**src/rtl/acesso_pkg.sv**
```systemverilog
// Shared definitions for the access controller: profile codes, operation classes,
// state encoding and the profile/operation permission function.
package acesso_pkg;

  localparam logic [2:0] PERFIL_ADM    = 3'b101;
  localparam logic [2:0] PERFIL_TESTER = 3'b110;
  localparam logic [2:0] PERFIL_USER   = 3'b100;
  localparam logic [2:0] PERFIL_GUEST  = 3'b011;
  localparam logic [2:0] PERFIL_NONE   = 3'b000;

  localparam logic [1:0] OP_READ  = 2'd0;
  localparam logic [1:0] OP_WRITE = 2'd1;
  localparam logic [1:0] OP_TEST  = 2'd2;
  localparam logic [1:0] OP_ADMIN = 2'd3;

  typedef enum logic [1:0] {
    ST_IDLE   = 2'b00,
    ST_CHECK  = 2'b01,
    ST_ACTIVE = 2'b10,
    ST_LOCKED = 2'b11
  } estado_t;

  function automatic logic perfil_valido(input logic [2:0] p);
    logic ok;
    case (p)
      PERFIL_ADM, PERFIL_TESTER, PERFIL_USER, PERFIL_GUEST: ok = 1'b1;
      default: ok = 1'b0;
    endcase
    return ok;
  endfunction

  function automatic logic permissao(input logic [2:0] p, input logic [1:0] cls);
    logic ok;
    case (cls)
      OP_READ:  ok = perfil_valido(p);
      OP_WRITE: ok = (p == PERFIL_ADM) || (p == PERFIL_TESTER) || (p == PERFIL_USER);
      OP_TEST:  ok = (p == PERFIL_ADM) || (p == PERFIL_TESTER);
      OP_ADMIN: ok = (p == PERFIL_ADM);
      default:  ok = 1'b0;
    endcase
    return ok;
  endfunction

endpackage

```
**src/rtl/contador_sessao.sv**
```systemverilog
// Loadable, clearable, saturating 8-bit counter; tc flags count == term.
module contador_sessao (
  input  logic       clk,
  input  logic       reset,
  input  logic       clr,
  input  logic       load,
  input  logic [7:0] load_val,
  input  logic       inc,
  input  logic [7:0] term,
  output logic       tc
);

  logic [7:0] count_r;

  // Counter register: clear has priority over load, load over increment.
  always_ff @(posedge clk or posedge reset) begin
    if (reset) begin
      count_r <= 8'd0;
    end else if (clr) begin
      count_r <= 8'd0;
    end else if (load) begin
      count_r <= load_val;
    end else if (inc && (count_r != 8'hFF)) begin
      count_r <= count_r + 8'd1;
    end
  end

  assign tc = (count_r == term);

endmodule

```
**src/rtl/controle_acesso.sv**
```systemverilog
// Session controller: login check, per-operation permission, inactivity timeout.
// Optional macro ACESSO_LOCKOUT_EN adds the failed-login lockout (LOCKED state).
module controle_acesso
  import acesso_pkg::*;
#(
  parameter int TIMEOUT_CYC = 16,
  parameter int MAX_FAIL    = 3,
  parameter int LOCK_CYC    = 32
) (
  input  logic       clk,
  input  logic       reset,
  input  logic       login_req,
  input  logic [2:0] perfil,
  input  logic       logout_req,
  input  logic       op_req,
  input  logic [1:0] op_class,
  output logic       sessao_ativa,
  output logic [2:0] perfil_ativo,
  output logic       grant,
  output logic       deny,
  output logic       login_ok,
  output logic       login_fail,
  output logic       timeout,
  output logic       lockout,
  output logic [1:0] estado
);

  localparam logic [7:0] TIMEOUT_TERM = 8'(TIMEOUT_CYC - 1);

  estado_t    state_r;
  logic [2:0] cand_r;
  logic [2:0] perfil_r;
  logic       sessao_r, grant_r, deny_r, ok_r, fail_r, timeout_r;
  logic       timer_clr_s;
  logic       timer_tc_s;

  // Inactivity timer restarts on any activity and whenever the session is not open.
  always_comb begin
    timer_clr_s = 1'b0;
    if ((state_r != ST_ACTIVE) || op_req || logout_req || timer_tc_s) begin
      timer_clr_s = 1'b1;
    end else begin
      timer_clr_s = 1'b0;
    end
  end

  contador_sessao u_timer (
    .clk      (clk),
    .reset    (reset),
    .clr      (timer_clr_s),
    .load     (1'b0),
    .load_val (8'd0),
    .inc      (1'b1),
    .term     (TIMEOUT_TERM),
    .tc       (timer_tc_s)
  );

`ifdef ACESSO_LOCKOUT_EN
  localparam logic [7:0] LOCK_TERM = 8'(LOCK_CYC - 1);

  logic [2:0] fail_cnt_r;
  logic [2:0] fail_next_s;
  logic       lockout_r;
  logic       lock_clr_s;
  logic       lock_tc_s;

  // Saturating next value of the failed-login counter and lock timer control.
  always_comb begin
    fail_next_s = fail_cnt_r;
    lock_clr_s  = 1'b0;
    if (fail_cnt_r == 3'd7) begin
      fail_next_s = 3'd7;
    end else begin
      fail_next_s = fail_cnt_r + 3'd1;
    end
    if ((state_r != ST_LOCKED) || lock_tc_s) begin
      lock_clr_s = 1'b1;
    end else begin
      lock_clr_s = 1'b0;
    end
  end

  contador_sessao u_lock (
    .clk      (clk),
    .reset    (reset),
    .clr      (lock_clr_s),
    .load     (1'b0),
    .load_val (8'd0),
    .inc      (1'b1),
    .term     (LOCK_TERM),
    .tc       (lock_tc_s)
  );

  assign lockout = lockout_r;
`else
  assign lockout = 1'b0;
`endif

  // Main FSM with registered outputs; pulses default low every cycle.
  always_ff @(posedge clk or posedge reset) begin
    if (reset) begin
      state_r   <= ST_IDLE;
      cand_r    <= PERFIL_NONE;
      perfil_r  <= PERFIL_NONE;
      sessao_r  <= 1'b0;
      grant_r   <= 1'b0;
      deny_r    <= 1'b0;
      ok_r      <= 1'b0;
      fail_r    <= 1'b0;
      timeout_r <= 1'b0;
`ifdef ACESSO_LOCKOUT_EN
      fail_cnt_r <= 3'd0;
      lockout_r  <= 1'b0;
`endif
    end else begin
      grant_r   <= 1'b0;
      deny_r    <= 1'b0;
      ok_r      <= 1'b0;
      fail_r    <= 1'b0;
      timeout_r <= 1'b0;
      case (state_r)
        ST_IDLE: begin
          if (login_req) begin
            cand_r  <= perfil;
            state_r <= ST_CHECK;
          end
        end
        ST_CHECK: begin
          if (perfil_valido(cand_r)) begin
            state_r  <= ST_ACTIVE;
            ok_r     <= 1'b1;
            sessao_r <= 1'b1;
            perfil_r <= cand_r;
`ifdef ACESSO_LOCKOUT_EN
            fail_cnt_r <= 3'd0;
`endif
          end else begin
            fail_r <= 1'b1;
`ifdef ACESSO_LOCKOUT_EN
            fail_cnt_r <= fail_next_s;
            if (fail_next_s >= 3'(MAX_FAIL)) begin
              state_r   <= ST_LOCKED;
              lockout_r <= 1'b1;
            end else begin
              state_r <= ST_IDLE;
            end
`else
            state_r <= ST_IDLE;
`endif
          end
        end
        ST_ACTIVE: begin
          // Logout beats op_req, and op_req beats timer expiry.
          if (logout_req) begin
            state_r  <= ST_IDLE;
            sessao_r <= 1'b0;
            perfil_r <= PERFIL_NONE;
          end else if (op_req) begin
            grant_r <= permissao(perfil_r, op_class);
            deny_r  <= !permissao(perfil_r, op_class);
          end else if (timer_tc_s) begin
            state_r   <= ST_IDLE;
            sessao_r  <= 1'b0;
            perfil_r  <= PERFIL_NONE;
            timeout_r <= 1'b1;
          end
        end
        ST_LOCKED: begin
`ifdef ACESSO_LOCKOUT_EN
          if (lock_tc_s) begin
            state_r    <= ST_IDLE;
            lockout_r  <= 1'b0;
            fail_cnt_r <= 3'd0;
          end
`else
          state_r <= ST_IDLE;
`endif
        end
        default: state_r <= ST_IDLE;
      endcase
    end
  end

  assign sessao_ativa = sessao_r;
  assign perfil_ativo = perfil_r;
  assign grant        = grant_r;
  assign deny         = deny_r;
  assign login_ok     = ok_r;
  assign login_fail   = fail_r;
  assign timeout      = timeout_r;
  assign estado       = state_r;

endmodule

```
**config.mk**
```make
export PLATFORM = sky130hd
export DESIGN_NAME = controle_acesso
export DESIGN_NICKNAME = d
export VERILOG_FILES = /design/src/rtl/acesso_pkg.sv /design/src/rtl/contador_sessao.sv /design/src/rtl/controle_acesso.sv
export SDC_FILE = /design/constraint.sdc
export NUM_CORES = 1
export LEC_CHECK = 0
export CAP_MARGIN = 15
export CORE_MARGIN = 3
export CORE_UTILIZATION = 45
export CTS_CLUSTER_SIZE = 16
export DETAILED_ROUTE_END_ITERATION = 7
export GPL_TIMING_DRIVEN = 1
export MAX_ROUTING_LAYER = met4
export PLACE_DENSITY = 0.8
export SLEW_MARGIN = 20
export SYNTH_ARGS = -nofsm -noshare
export SYNTH_HDL_FRONTEND = slang
export SYNTH_SLANG_ARGS = --single-unit
```
**constraint.sdc**
```tcl
create_clock -name clk -period 1.65 [get_ports clk]
set_clock_uncertainty 0.1 [all_clocks]
set_input_delay 0.495 -clock clk [delete_from_list [all_inputs] [get_ports clk]]
set_output_delay 0.495 -clock clk [all_outputs]
set_load 0.01 [all_outputs]
```
# After elaboration in Yosys (flattened, before gate mapping)
# Cells that the tools add are included.
# Widths: inputs -> output; s select.
[word_totals] register_bits=22 output_inout_bits=12 word_cells=87
[classes] addsub=1 n_eq_ne=21 n_mux=40 reduce_logical=15
[ops] op="$mux 1" n=25
[ops] op="$eq 3x3->1 const B" n=6
[ops] op="$mux 8" n=2
[ops] op="$mux 3" n=4
[ops] op="$mux 2" n=5
[ops] op="$add 8x1->8 const B" n=1
[ops] op="$eq 2x2->1 const B" n=4
[ops] op="$eq 8x4->1 const B" n=1
[ops] op="$ne 8x8->1 const B" n=1
[ops] op="$pmux 2 s4" n=1
[ops] op="$reduce_or 4->1" n=2
[ops] op="$eq 3x2->1 const B" n=2
[ops] op="$ne 2x2->1 const B" n=3
[ops] op="$ne 3x3->1 const B" n=2
[ops] op="$pmux 3 s2" n=1
[ops] op="$logic_or 1x1->1" n=5
[ops] op="$eq 2x1->1 const B" n=2
[ops] op="$logic_not 2->1" n=2
[ops] op="$pmux 1 s4" n=1
[ops] op="$reduce_and 4->1" n=1
[ops] op="$reduce_bool 2->1" n=2
[ops] op="$reduce_and 3->1" n=1
[ops] op="$pmux 1 s2" n=1
[ops] op="$reduce_and 2->1" n=1
[ops] op="$logic_not 1->1" n=1

# Logic depth before layout (Yosys ltp)
# Gate-level depths: netlist (run 1).
[depth] depth_word=11 depth_mapped=5

# Hierarchy
# Synthesis (run 1) repeated with hierarchy kept, for this count alone.
[hier_totals] hier_cells=130 area_unflattened_um2=1272.5
[by_module_without_submodules] module="controle_acesso" instances=1 cells_per_inst=57 area_each_um2=638.1
[by_module_without_submodules] module="contador_sessao" instances=1 cells_per_inst=73 area_each_um2=634.4

# Least setup slack after synthesis (run 1)
# Ideal clock, no wire load.
[synth_path] path_kind="register to register" start="register u_timer.count_r[4]" end="register perfil_r[1], in the netlist perfil_ativo[1]" setup_ns=0.141 arrival_ns=1.444 t_required_ns=1.409 setup_slack_ns=-0.035 path_stages_with_launch=5 period_less_slack_ns=1.685 path_cell_list="dfrtp_1 buf_6 or4_4 o311ai_1 o211ai_1"
[synth_via] elab_chain_cells=3
[synth_rtl] element="start: declaration" line_no="contador_sessao.sv:13" source="logic [7:0] count_r;"
[synth_rtl] element="start signal: assignment" line_no="contador_sessao.sv:22" source="count_r <= load_val;"
[synth_rtl] element="start signal: assignment" line_no="contador_sessao.sv:24" source="count_r <= count_r + 8'd1;"
[synth_rtl] element="$eq 8x4->1" line_no="contador_sessao.sv:28" source="assign tc = (count_r == term);"
[synth_rtl] element="$ne 3x3->1 (no source line)"
[synth_rtl] element="$reduce_and 4->1 (no source line)"
[synth_rtl] element="end signal: assignment" line_no="controle_acesso.sv:133" source="perfil_r <= cand_r;"
[synth_rtl] element="end: declaration" line_no="controle_acesso.sv:32" source="logic [2:0] perfil_r;"
# Every way passes these cells.
# A chain may end at the register's enable or synchronous reset.

# Worst setup path in the final report (run 1)
[layout_path] start="register u_timer.count_r[6]" end="register perfil_r[1], in the netlist perfil_ativo[1]"
# The elaborated chain is that of the path after synthesis.

==> summary.txt, run 1 <==
# H-tree levels = 1
Peak Freq = 595 MHz
Post-Syn Area per Cell = 10.6 sq um
Global Route Usage Sum = 0.172
total negative slack = -0.0639 ns
Synth cell types = 43
CTS tree = yes
most frequent cells in the layout = dfrtp_1 (22), buf_4 (16), dlygate4sd2_1 (11)
drt drc = 0
Worst Path Max Fanout = 5
grt total ovfl = 0
CTS sink cnt = 22
Post-Synthesis Cells = 108
post-route setup slack = -0.0307 ns
DR WL/cell = 16.2 microns
period utilization = 1.02
die height = 56.5 microns
CP endpoint = perfil_ativo[1]
TritonRoute pass-1 iters = 4
Critical Path AT = 1.76 ns
die width = 56.5 microns
EDFF count, synth = 0
Die ar. = 3190 sq um
top cells by area, synth = dfrtp_1 (48%), nor3_1 (3.5%), mux2_2 (2.9%), inv_1 (2.6%), nand2_1 (2.6%)
Max Cap Viol = 0
Layout area overhead = 41.9%
Starting Density = 0.495
Fillers = 170
post-route minimum period = 1.68 ns
syn nets = 119
vias per cell = 5.79
leakage power = 0.712 nW
commonest non-fill, non-tap cell in the layout = dfrtp_1
R2R setup slack = -0.03 ns
Pins Over Slew Limit = 0
# setup viols final = 7
Cell Count Post-Placement = 169
final wirelength = 2860 microns
CP Capture Type = flip-flop
R2R Path Start = u_timer.count_r[6]
violated checks = negative setup slack
Hold Crit Class = in -> async
r2r worst-path depth = 3
share of the synthesized area in the top cell type = 0.480
TritonCTS Buffers = 3
First DRT Iteration DRCs = 22
# IOs = 22
Yosys warning count = 0
initial antenna violation count = 0
cell row count = 17
Critical Path Source Type = flip-flop
IO Port Bufs = 20
Synth area leader = dfrtp_1
vias after detailed routing = 1019
Cell Pwr Density = 1120 nW/um^2
Critical path origin = u_timer.count_r[6]
layout cell share with drive strength beyond 1 = 0.311
DRT antenna net count = 0
Mapped Area = 1150 sq um
non-filler cells, final = 176
clk_lat worst skew = 0.30 ns
Core ar. = 2320 sq um
kind of critical path = reg -> reg
outcome = complete, but fails checks
count of final hold-check violations = 0
CTS Root Cell = clkbuf_4
fin nets = 160
vias in the first global route = 1003
clock buffer depth = 2
Worst-path clk slew = 0.12 ns
#FFs+latches synth = 22
n_diodes = 0
global-route wire length before repair = 4220 microns
Design Power = 1.83 mW
largest net degree at the start of global routing = 23
post-synthesis sequential area ratio = 0.480
RD Place Congestion = 0.830
Max VDD drop = 0.765 mV
dpl ws = -0.324 ns
Synth Flop Type = dfrtp_1
asr flop ratio synth = 1.00
Crit Reg-Reg Endpoint = perfil_ativo[1]
RSZ-0062 raised after global routing = true
Final HPWL DP = 1960 microns
worst path required time = 1.73 ns
==> per-layer routing <==
| layer | part of all wire | routed length [microns] | global-route usage | up-vias |
|---|---|---|---|---|
| met5 | 0 | 0 | - | - |
| li1 | - | - | - | 485 |
| met2 | 0.53 | 1530 | 0.309 | 30 |
| met1 | 0.41 | 1170 | 0.182 | 498 |
| met3 | 0.040 | 113 | 0.0345 | 6 |
| met4 | 0.017 | 48 | 0.0746 | 0 |
==> registers in the layout (all words and copies together) (netlist names) <==
| register | flops |
|---|---|
| login_ok | 1 |
| u_timer.count_r | 8 |
| perfil_ativo | 3 |
| cand_r | 3 |
| login_fail | 1 |
| deny | 1 |
| sessao_ativa | 1 |
| grant | 1 |
| timeout | 1 |
| estado | 2 |
==> kinds of logic (layout without fill, tap and decap cells) <==
logic type                 Yosys count  in the layout  share of synthesized area
DFF                                 22             22                      0.480
and+or+nand+nor                     44             44                      0.232
buffers and inverters               11             51                     0.0469
adders and majority gates            1              1                     0.0109
muxes                                3              3                     0.0294
other                                1              1                    0.00327
AOI/OAI and AO/OA                   26             26                      0.197
==> worst max-delay path: stages (launching register included) <==
cell	delay, ns
dfrtp_1	0.41
or4_4	0.61
o311ai_2	0.32
o211ai_1	0.13
==> report_power, final <==
group | total, mW | switching [mW] | internal (mW) | leakage, nW
Sequential | 0.747 | 0.0840 | 0.663 | 0.289
Combinational | 0.784 | 0.380 | 0.404 | 0.402
Clock | 0.297 | 0.162 | 0.134 | 0.0210
==> synthesized netlist by cell type (3+ instances only) <==
master	instances
dfrtp_1	22
inv_1	8
nand2_1	8
nor3_1	8
a211oi_1	3
a21oi_1	3
and2_1	3
mux2_2	3
nand2b_1	3
nand3_1	3
nor2_1	3
o211ai_1	3
==> through the flow <==
stage | util | hold WS (ns) | area [sq um]
floorplan | - | 0.384 | 1150
global placement | 0.638 | 0.418 | 1480
detailed placement | 0.638 | 0.479 | 1480
CTS | 0.651 | 0.411 | 1510
global route | 0.702 | 0.424 | 1630
finish | 0.702 | 0.403 | 1630
==> final cells by class <==
cell class / count / area [sq um] / share of cell area
Clock buffer: 4 / 36.3 / 0.0223
Inverter: 8 / 30.0 / 0.0184
Multi-Input combinational cell: 75 / 627 / 0.385
Sequential cell: 22 / 551 / 0.338
Tap cell: 28 / 35.0 / 0.0215
Timing Repair Buffer: 39 / 349 / 0.214
==> repair_timing <==
item | in CTS | in global routing
endpoints found under the setup margin | 12 | 13
endpoints found under the hold margin | 0 | 0
resized for setup | 12 | 16
pin swaps | 1 | 6
setup buffers | 0 | 3
hold buffers | 0 | 0
==> worst min-delay path by stage <==
stage	to	slack, ns	cells past startpoint
2_1_floorplan	cand_r[0]	0.38	1
3_3_place_gp	sessao_ativa	0.42	2
3_5_place_dp	sessao_ativa	0.48	2
4_1_cts	estado[0]	0.41	3
5_1_grt	estado[0]	0.42	3
6_report	estado[0]	0.40	3
No activity file was read; power rests on OpenSTA's default activity.
==> run 2, diff against run 1 <==
CORE_ASPECT_RATIO = 0.75   (was default)
CTS_BUF_LIST = sky130_fd_sc_hd__clkbuf_8 sky130_fd_sc_hd__clkbuf_16   (was default)
==> summary.txt, run 2 (synthesized netlist as in run 1, its figures left out) <==
outcome = complete, but fails checks
violated checks = negative setup slack
Layout area overhead = 42.2%
dpl ws = -0.232 ns (+0.0918 ns)
CTS sink cnt = 22 (unchanged)
Die ar. = 3200 sq um (+0.19%)
Global Route Usage Sum = 0.183 (+0.0105)
DRT antenna net count = 0 (unchanged)
r2r worst-path depth = 4 (+1)
grt total ovfl = 0 (unchanged)
Hold Crit Class = reg -> reg
Cell Count Post-Placement = 177 (+4.7%)
Post-CTS Hold Fix Bufs = 0 (unchanged)
fin nets = 160 (unchanged)
RSZ-0062 raised after global routing = true
Cell Pwr Density = 1170 nW/um^2 (+4.1%)
Worst-path clk slew = 0.07 ns (-0.05 ns)
Critical Path AT = 1.74 ns (-0.02 ns)
clock buffer depth = 2 (unchanged)
Final HPWL DP = 2010 microns (+2.4%)
RD Place Congestion = 0.837 (+0.83%)
critical path depth = 4 (+1)
clk_lat worst skew = 0.26 ns (-0.04 ns)
worst path required time = 1.69 ns (-0.04 ns)
Design Power = 1.91 mW (+4.3%)
post-route minimum period = 1.70 ns (+0.0170 ns)
CTS tree = yes
Buf/Inv on CP = 1 (+1)
n_diodes = 0 (unchanged)
IO Port Bufs = 20 (unchanged)
final wirelength = 2810 microns (-1.6%)
# IOs = 22 (unchanged)
CP Capture Type = flip-flop
slowest stage delay, CP = 0.64 ns (+0.03 ns)
# H-tree levels = 1 (unchanged)
drt drc = 0 (unchanged)
cell row count = 15 (-2)
Largest register FFs = 8 (unchanged)
leakage power = 0.729 nW (+2.4%)
largest net degree at the start of global routing = 23 (unchanged)
most frequent cells in the layout = dfrtp_1 (22), buf_4 (17), dlygate4sd2_1 (11)
kind of critical path = reg -> reg
Worst Path Max Fanout = 8 (+3)
Fillers = 200 (+18%)
Core ar. = 2360 sq um (+2.0%)
Hold Path Depth = 2
post-route setup slack = -0.0477 ns (-0.0170 ns)
Hold Slack = 0.446 ns (+0.0421 ns)
First DRT Iteration DRCs = 31 (+41%)
layout cell share with drive strength beyond 1 = 0.284 (-0.0270)
TritonRoute pass-1 iters = 4 (unchanged)
period utilization = 1.03 (+0.0103)
Post-DP Area = 1500 sq um (+1.5%)
largest delay contributor family on the critical path = simple AND/OR/NAND/NOR gates
vias after detailed routing = 1000 (-1.9%)
global-route wire length before repair = 4270 microns (+1.2%)
DR WL/cell = 15.5 microns (-4.8%)
count of final hold-check violations = 0 (unchanged)
vias per cell = 5.49 (-5.1%)
Peak Freq = 589 MHz (-1.0%)
die height = 49.7 microns (-12%)
commonest non-fill, non-tap cell in the layout = dfrtp_1
non-filler cells, final = 182 (+3.4%)
final instance area = 1630 sq um (+0.23%)
# setup viols final = 9 (+2)
vias in the first global route = 901 (-10%)
Max VDD drop = 0.615 mV (-20%)
CP Cell Sequence = or4_4 > o211ai_4 > buf_12 > nor3_2
initial antenna violation count = 0 (unchanged)
die width = 64.3 microns (+14%)
CTS Root Cell = clkbuf_8
TritonCTS Buffers = 3 (unchanged)
Starting Density = 0.485 (-0.00969)
Critical Path Source Type = flip-flop
Pins Over Slew Limit = 0 (unchanged)
slowest stage cell, crit path = or4_4
Max Cap Viol = 0 (unchanged)
Largest Register = u_timer.count_r
run 2: final timing paths:
kind                                 endpoint  slack, ns               start
setup / recovery           u_timer.count_r[6]      -0.05  u_timer.count_r[7]
hold / removal                   sessao_ativa       0.45        sessao_ativa
min in group asynchronous                deny       0.46               reset
setup reg to reg           u_timer.count_r[6]      -0.05  u_timer.count_r[7]
max in group asynchronous           cand_r[0]       0.77               reset
hold reg to reg                  sessao_ativa       0.45        sessao_ativa
run 2: area by class of cell:
cell class / instances / area [sq um] / area share
Clock buffer: 4 / 55.1 / 0.0337
Multi-Input combinational cell: 75 / 606 / 0.371
Inverter: 8 / 30.0 / 0.0184
Tap cell: 34 / 42.5 / 0.0261
Sequential cell: 22 / 551 / 0.337
Timing Repair Buffer: 39 / 348 / 0.213
run 2: through the flow:
| step | TNS [ns] | utilization |
|---|---|---|
| after global placement | -2.34 | 0.635 |
| after detailed placement | -2.84 | 0.635 |
| after CTS | -0.00906 | 0.660 |
| final | -0.300 | 0.690 |
| after floorplan | 0 | - |
| after global routing | -0.555 | 0.690 |
run 2: what timing repair did:
| item | in CTS | in global routing |
|---|---|---|
| setup buffers | 0 | 1 |
| pin swaps | 2 | 6 |
| endpoints found under the setup margin | 13 | 13 |
| resized for setup | 13 | 10 |
run 2: report_power, final:
group / switching [mW] / internal (mW)
Combinational: 0.374 / 0.389
Clock: 0.171 / 0.213
Sequential: 0.0962 / 0.664
run 2: layer usage:
| metal | vias up | wire [microns] | GRT usage |
|---|---|---|---|
| met3 | 6 | 147 | 0.0524 |
| met2 | 28 | 1430 | 0.286 |
| met1 | 485 | 1190 | 0.232 |
| met5 | - | 0 | - |
| met4 | 0 | 46 | 0.0526 |
| li1 | 481 | - | - |
run 2: tightest hold or removal path: cells and delay by family, from the launching register on:
family / cells / cell delay, ns
AO/OA/AOI/OAI: 1 / 0.09
AND/OR/NAND/NOR: 1 / 0.05
flip-flops: 1 / 0.36
